[config.mk]
export PLATFORM = sky130hd
export DESIGN_NAME = piso_serializer
export DESIGN_NICKNAME = d
export VERILOG_FILES = /design/src/rtl/piso_pkg.sv /design/src/rtl/piso_hold_buf.sv /design/src/rtl/piso_serializer.sv
export SDC_FILE = /design/constraint.sdc
export NUM_CORES = 1
export LEC_CHECK = 0
export ABC_AREA = 1
export CAP_MARGIN = 20
export CORE_MARGIN = 4
export CORE_UTILIZATION = 59
export CTS_BUF_LIST = sky130_fd_sc_hd__clkbuf_2 sky130_fd_sc_hd__clkbuf_4 sky130_fd_sc_hd__clkbuf_8
export CTS_CLUSTER_DIAMETER = 200
export CTS_CLUSTER_SIZE = 20
export DETAILED_ROUTE_END_ITERATION = 16
export PLACE_DENSITY = 0.86
export SLEW_MARGIN = 0
export SYNTH_ARGS = -nofsm -noshare
export SYNTH_HDL_FRONTEND = slang
export SYNTH_SLANG_ARGS = --single-unit
[constraint.sdc]
create_clock -name clock -period 2.5 [get_ports clock]
set_clock_uncertainty 0.2 [all_clocks]
set_input_delay 0.375 -clock clock [delete_from_list [all_inputs] [get_ports clock]]
set_output_delay 0.375 -clock clock [all_outputs]
set_load 0.02 [all_outputs]
[src/rtl/piso_pkg.sv]
// Shared types and constants for the parametrised PISO serializer.
// The optional parity bit is enabled by defining PISO_SERIALIZER_PARITY_EN.
package piso_pkg;

    localparam int PISO_MIN_W = 2;

    typedef enum logic [1:0] {
        IDLE   = 2'd0,
        SHIFT  = 2'd1,
        PARITY = 2'd2
    } piso_state_e;

    // The counter needs to represent 0..DATA_W.
    function automatic int piso_cnt_w(input int data_w);
        return $clog2(data_w + 1);
    endfunction

endpackage

[src/rtl/piso_hold_buf.sv]
// One-word holding register for piso_serializer.
// Captures a word mid-frame and hands it, or a bypassed input word, to the shifter.
module piso_hold_buf #(
    parameter int DATA_W = 8
) (
    input  logic              clock,
    input  logic              reset_n,
    input  logic [DATA_W-1:0] data,
    input  logic              valid,
    input  logic              frame_done,
    output logic              ready,
    output logic              full,
    output logic              load,
    output logic [DATA_W-1:0] load_word
);

    logic [DATA_W-1:0] hold_q;
    logic              full_q;

    assign ready = !full_q;
    assign full  = full_q;

    // When the shifter is free, a held word wins; otherwise an accepted word bypasses.
    assign load      = frame_done && (full_q || valid);
    assign load_word = full_q ? hold_q : data;

    always_ff @(posedge clock or negedge reset_n) begin
        if (!reset_n) begin
            hold_q <= '0;
            full_q <= 1'b0;
        end else if (frame_done && full_q) begin
            full_q <= 1'b0;
        end else if (valid && !full_q && !frame_done) begin
            hold_q <= data;
            full_q <= 1'b1;
        end
    end

endmodule

[src/rtl/piso_serializer.sv]
// Parametrised parallel-in/serial-out serializer with a one-word holding buffer.
// Define PISO_SERIALIZER_PARITY_EN to append an even-parity bit to every frame.
//
// Input handshake: a word transfers on a rising clock edge where inValid && inReady;
// inReady depends only on registered state, and parallelIn must hold while inValid is high.
module piso_serializer
    import piso_pkg::*;
#(
    parameter  int DATA_W    = 8,
    parameter  bit MSB_FIRST = 1'b0,
    localparam int CNT_W     = piso_cnt_w(DATA_W)
) (
    input  logic              clock,
    input  logic              resetN,
    input  logic [DATA_W-1:0] parallelIn,
    input  logic              inValid,
    output logic              inReady,
    output logic              serialOut,
    output logic              bitValid,
    output logic              frameStart,
    output logic              frameEnd,
    output logic              busy,
    output piso_state_e       state_dbg
);

    generate
        if (DATA_W < PISO_MIN_W) begin : g_bad_width
            $error("piso_serializer: DATA_W must be at least %0d", PISO_MIN_W);
        end
    endgenerate

    localparam logic [CNT_W-1:0] LAST_IDX = CNT_W'(DATA_W - 1);
`ifndef PISO_SERIALIZER_PARITY_EN
    localparam logic [CNT_W-1:0] PENULT_IDX = CNT_W'(DATA_W - 2);
`endif

    piso_state_e       state_q, state_n;
    logic [DATA_W-1:0] sh_q, sh_n;
    logic [CNT_W-1:0]  cnt_q, cnt_n;
    logic              so_q, so_n, bv_q, bv_n, fs_q, fs_n, fe_q, fe_n;
`ifdef PISO_SERIALIZER_PARITY_EN
    logic              par_q, par_n;
`endif
    logic              frame_done, load, hold_full;
    logic [DATA_W-1:0] load_word;

    function automatic logic first_bit(input logic [DATA_W-1:0] w);
        return MSB_FIRST ? w[DATA_W-1] : w[0];
    endfunction

    function automatic logic [DATA_W-1:0] shift_out(input logic [DATA_W-1:0] w);
        return MSB_FIRST ? (w << 1) : (w >> 1);
    endfunction

    // The edge on which the shifter can take a new word without leaving a gap.
`ifdef PISO_SERIALIZER_PARITY_EN
    assign frame_done = (state_q == IDLE) || (state_q == PARITY);
`else
    assign frame_done = (state_q == IDLE) || ((state_q == SHIFT) && (cnt_q == LAST_IDX));
`endif

    piso_hold_buf #(.DATA_W(DATA_W)) u_hold (
        .clock      (clock),
        .reset_n    (resetN),
        .data       (parallelIn),
        .valid      (inValid),
        .frame_done (frame_done),
        .ready      (inReady),
        .full       (hold_full),
        .load       (load),
        .load_word  (load_word)
    );

    always_comb begin
        state_n = state_q;
        sh_n    = sh_q;
        cnt_n   = cnt_q;
        so_n    = 1'b0;
        bv_n    = 1'b0;
        fs_n    = 1'b0;
        fe_n    = 1'b0;
`ifdef PISO_SERIALIZER_PARITY_EN
        par_n   = par_q;
`endif
        if (load) begin
            // The first bit goes out on the load edge, so the shifter keeps only the rest.
            state_n = SHIFT;
            sh_n    = shift_out(load_word);
            cnt_n   = '0;
            so_n    = first_bit(load_word);
            bv_n    = 1'b1;
            fs_n    = 1'b1;
`ifdef PISO_SERIALIZER_PARITY_EN
            par_n   = ^load_word;
`endif
        end else begin
            case (state_q)
                SHIFT: begin
                    if (cnt_q != LAST_IDX) begin
                        sh_n  = shift_out(sh_q);
                        so_n  = first_bit(sh_q);
                        cnt_n = cnt_q + 1'b1;
                        bv_n  = 1'b1;
`ifndef PISO_SERIALIZER_PARITY_EN
                        fe_n  = (cnt_q == PENULT_IDX);
`endif
                    end else begin
`ifdef PISO_SERIALIZER_PARITY_EN
                        state_n = PARITY;
                        so_n    = par_q;
                        bv_n    = 1'b1;
                        fe_n    = 1'b1;
`else
                        state_n = IDLE;
                        cnt_n   = '0;
`endif
                    end
                end
`ifdef PISO_SERIALIZER_PARITY_EN
                PARITY: begin
                    state_n = IDLE;
                    cnt_n   = '0;
                end
`endif
                default: state_n = IDLE;
            endcase
        end
    end

    always_ff @(posedge clock or negedge resetN) begin
        if (!resetN) begin
            state_q <= IDLE;
            sh_q    <= '0;
            cnt_q   <= '0;
            so_q    <= 1'b0;
            bv_q    <= 1'b0;
            fs_q    <= 1'b0;
            fe_q    <= 1'b0;
`ifdef PISO_SERIALIZER_PARITY_EN
            par_q   <= 1'b0;
`endif
        end else begin
            state_q <= state_n;
            sh_q    <= sh_n;
            cnt_q   <= cnt_n;
            so_q    <= so_n;
            bv_q    <= bv_n;
            fs_q    <= fs_n;
            fe_q    <= fe_n;
`ifdef PISO_SERIALIZER_PARITY_EN
            par_q   <= par_n;
`endif
        end
    end

    assign serialOut  = so_q;
    assign bitValid   = bv_q;
    assign frameStart = fs_q;
    assign frameEnd   = fe_q;
    assign busy       = (state_q != IDLE) || hold_full;
    assign state_dbg  = state_q;

endmodule

==> impl_results.md <==
* Number of fill cells at 156
* Crit-path cells: inv_1 > clkdlybuf4s50_1
* Detailed placer's ending HPWL at 1750 microns
* Slew Viols, Final at 0
* Iter 0 DRT Violations at 25
* CTS tree: yes
* Max IR drop VDD at 0.679 mV
* Setup-failing EPs final at 0
* Vias in the first global route at 983
* Inst Count DP at 189
* Die X at 54.0 microns
* Clock latency on the worst-skew pair at 0.31 ns
* Hold WC Path Type: in2async
* Layout cells sized above 1 at 0.114
* Syn Area/Cell at 8.38 sq um
* Fin cells at 193
* Post-synthesis sequential area ratio at 0.501
* Die area at 0.00292 sq mm
* Port bufs at 17
* Distinct cells, synth at 24
* DRT antenna net count at 0
* Die extent in y at 54.0 microns
* Total track usage at 0.199
* Setup CP Type: reg2out
* First drt pass iteration count at 5
* GP Congestion at 0.812
* Setup slack after layout at 0.164 ns
* Fmax at 0.428 GHz
* RSZ-0062 raised after global routing: false
* Hold_ws at 0.192 ns
* Register-to-Register Path Depth at 7
* Setup Total Neg Slack at 0 ns
* Cells after synthesis at 149
* Synth Register Bits at 25
* Synth-to-layout area growth at 15.8%
* Minimum clock period at 2.34 ns
* Bufs on Longest Clock Path at 2
* Clock transition at path regs at 0.13 ns
* Cell Pwr Density at 943 mW/mm^2
* Via count at 1003
* Pleak at 0.000743 uW
* Cts bufs inserted at 3
* Vias per std cell at 5.20
* Mapped cell area at 0.00125 sq mm
* Max Cap Violations at 0
* Nets at 180
* H-tree depth at 1
* Synth area leader: dfrtp_1
* Routed wire per std cell at 12.2 microns
* Initial Util at 0.630
* DRC at 0
* CTS root buf: clkbuf_4
* CP Max Fanout at 11
* First-pass GRT wire length at 4150 microns
* Status: finished, final reports clean
* Critical path launch point type: flop
* Crit-path slowest cell: clkdlybuf4s50_1
* Final Cycle Share at 0.934
* ANT cells at 0
* Post-Route WL at 2350 microns
* Worst Path Required at 1.92 ns
* Largest cells by area after synthesis: dfrtp_1 (50%), nand2_1 (17%), nand3_1 (12%)
* Post-CTS setup buffers at 0
* Crit end category: output pin
* Row count at 16
* Clock sink count at 25
* GRT overflow at 0
* Place WS at 0.443 ns
* Worst stage delay on the critical path at 0.67 ns
* Syn_nets at 162
* Arrival time worst endpoint at 1.76 ns
* Synth top area share at 0.501
* Core Area at 0.00198 sq mm
* Fin. Hold Viols at 0
* Power Total at 1360 uW
* Initial antenna violation count at 0
* Largest net degree at the start of global routing at 26
* IO Count at 19
* Yosys warns at 0
[report_power, final]
group          internal [uW]  switching, uW
registers                555            122
clock network           59.8            116
logic                    212            299
total                    827            537
[cells in the final DEF (no fill, tap or decap), types with 2 or more instances in the layout]
cell type / Yosys / final
nand2_1: 57 / 57
nand3_1: 30 / 30
dfrtp_1: 25 / 24
clkdlybuf4s50_1: 0 / 17
inv_1: 6 / 6
nor2_1: 4 / 4
nand2_2: 4 / 4
clkbuf_4: 0 / 3
inv_2: 2 / 2
nand3_2: 2 / 2
ha_1: 2 / 2
buf_4: 1 / 2
[through the flow]
step                cell area [sq um]   util
finish                           1450  0.730
global route                     1450  0.730
CTS                              1450  0.729
detailed placement               1420  0.715
global placement                 1420  0.715
floorplan                        1250      -
[final timing paths]
path                                  start               end  slack, ns
setup / recovery                u_hold.full           inReady       0.16
hold / removal                       resetN  u_hold.hold_q[7]       0.19
setup reg to reg                   cnt_q[0]  u_hold.hold_q[5]       0.75
hold reg to reg            u_hold.hold_q[4]  u_hold.hold_q[4]       0.29
max in group asynchronous            resetN       u_hold.full       1.65
min in group clock         u_hold.hold_q[4]  u_hold.hold_q[4]       0.29
[cells in the mapped netlist (all sizes together)]
cell type  number
nand4           1
a21boi          1
o21ai           2
clkbuf          1
ha              2
nand2          62
nand3          33
dfrtp          25
conb            1
nor2            5
inv             9
xnor2           1
nand3b          1
buf             5
[layout make-up]
class	count	area, sq um	share of cell area
sequential	25	627	0.433
timing repair buffer	19	185	0.128
clock buffer	3	22.5	0.0156
tap	27	33.8	0.0234
inverter	9	36.3	0.0251
multi-input combinational	109	537	0.371
clock inverter	1	5.00	0.00346
[what timing repair did]
| item | CTS | global route |
|---|---|---|
| gates resized for setup | 0 | 1 |
| endpoints found under the setup margin | 0 | 1 |
| hold buffers | 0 | 0 |
[metal layers]
layer / wire length, microns / global-route usage / up-vias
li1: - / - / 509
met1: 954 / 0.224 / 468
met2: 1260 / 0.369 / 22
met3: 120 / 0.0249 / 4
met4: 19 / 0.0913 / 0
met5: 0 / 0 / -
[sequential cells by signal, summed over array words and instances, names as in the netlist]
name / flops
sh_q: 7
bitValid: 1
u_hold.hold_q: 8
cnt_q: 4
serialOut: 1
u_hold.full: 1
frameEnd: 1
state_dbg: 1
frameStart: 1
[critical path, delay by kind of cell, from the launching register on]
| family | cells | cell delay, ns |
|---|---|---|
| buf+inv | 2 | 0.94 |
| flops | 1 | 0.50 |
[cells by family after synthesis]
group,Yosys count,share of synthesized area
AND/OR/NAND/NOR,102,0.386
flip-flops,25,0.501
buffers and inverters,15,0.0691
AO/OA/AOI/OAI,3,0.0140
adder cells (fa/ha/maj),2,0.0200
XOR/XNOR,1,0.00702
other,1,0.00300
(Power assumes the default switching activity.)
==> variant (same flow settings) <==
The parameter `MSB_FIRST` goes from 1'b0 to 1'b1.
--- a/src/rtl/piso_serializer.sv
+++ b/src/rtl/piso_serializer.sv
@@ -9,3 +9,3 @@
     parameter  int DATA_W    = 8,
-    parameter  bit MSB_FIRST = 1'b0,
+    parameter  bit MSB_FIRST = 1'b1,
     localparam int CNT_W     = piso_cnt_w(DATA_W)
Formal check against the unedited RTL: not equivalent (a bounded check fails within 4 cycles, from zero or initial values and one cycle with resetN low).
==> variant against the original RTL <==
  * Area after synthesis is 2.8% lower
  * Setup slack better by 0.0092 ns
  * Global-route usage is 0.11 points higher
  * Cell area is 2.2% lower
  * Critical path depth unchanged
  * Wire length shrank 2.0%
  * Maximum frequency is 0.39% higher
  * Power down 1.8%
  * Combinational power fell by 4.7%
  * Worst hold slack worse by 0.0050 ns
  * Die area is 2.4% lower
  * Sequential cell count unchanged
  * Critical path type unchanged
==> variant: results (changes against the original RTL) <==
[run_status]
outcome = finished, final reports clean

[synth]
synth_compound_area_share_pct = 1.44  ; +0.040 points
ys_top_cells_by_count = nand2_1 (59), nand3_1 (32), dfrtp_1 (25)
synthXorXnorAreaFrac_pct = 0.722  ; +0.020 points
synth-warning-count = 0  ; unchanged
ys_types = 21  ; -13%
yosysSeqAreaShare_pct = 51.5  ; +1.4 points
async_flop_share_pct = 100  ; unchanged
yosys-top-cells-area = dfrtp_1 (52%), nand2_1 (18%), nand3_1 (13%), inv_1 (2.5%), ha_1 (2.1%)

[placed_design]
placed_area_sq_um = 1390  ; -2.2%
hpwl_microns = 1740  ; -0.57%
gp_congestion = 0.820  ; +0.96%

[timing]
timing.hold.ws_ns = 0.187  ; -0.00505 ns
finalCriticalPeriod_ns = 2.33  ; -0.00918 ns

[global_routing]
track_usage_pct = 20.0  ; +0.11 points
grt_use_met3_pct = 3.94  ; +1.5 points
use_met1_pct = 22.3  ; -0.16 points
grt_pass1_vias = 956  ; -2.7%
use_met2_pct = 33.9  ; -3.0 points

[power]
vdd_drop_max_mv = 0.613  ; -9.8%
p_leak_nw = 0.731  ; -1.7%

[routing]
wl_per_cell_microns = 11.9  ; -2.0%
dr_wl_met3_microns = 129  ; +7.5%
vias_per_cell = 5.19  ; about the same
first_iter_violations = 26  ; +4.0%
firstDrtPassIters = 4  ; -1
wl_met1_microns = 984  ; +3.1%

[final_layout]
largest_reg_flops = 8  ; unchanged
drive_gt1_share_pct = 7.83  ; -3.6 points

[clocking]
clk_latency_ns = 0.32

[setup_path]
ff2ff_setup_slack_ns = 0.77  ; +0.02 ns
r2r_start = cnt_q[1]

## variant: changes by cell type in the layout (fill, tap and decap cells not counted)
| cell | change |
|---|---|
| inv_2 | -2 |
| o21ai_1 | -1 |
| nand2_1 | +2 |
| nand3_1 | +2 |
| nand2_4 | +1 |
| nand2_8 | -1 |
| o21ai_0 | +1 |
| nand3_2 | -1 |
| nand3_4 | -1 |
| nand2_2 | -2 |
| inv_1 | +2 |
## variant: layout make-up
| class | instances | area (sq um) |
|---|---|---|
| sequential | 25 | 627 |
| clock buffer | 3 | 22.5 |
| clock inverter | 1 | 5.00 |
| multi-input combinational | 109 | 505 |
| inverter | 9 | 36.3 |
| fill | 173 | 547 |
| timing repair buffer | 19 | 185 |
| tap | 27 | 33.8 |
## variant: where the power goes
| group | internal (mW) | switching, mW | leakage [nW] |
|---|---|---|---|
| sequential | 0.555 | 0.118 | 0.312 |
| combinational | 0.201 | 0.285 | 0.401 |
| clock | 0.0599 | 0.119 | 0.0177 |
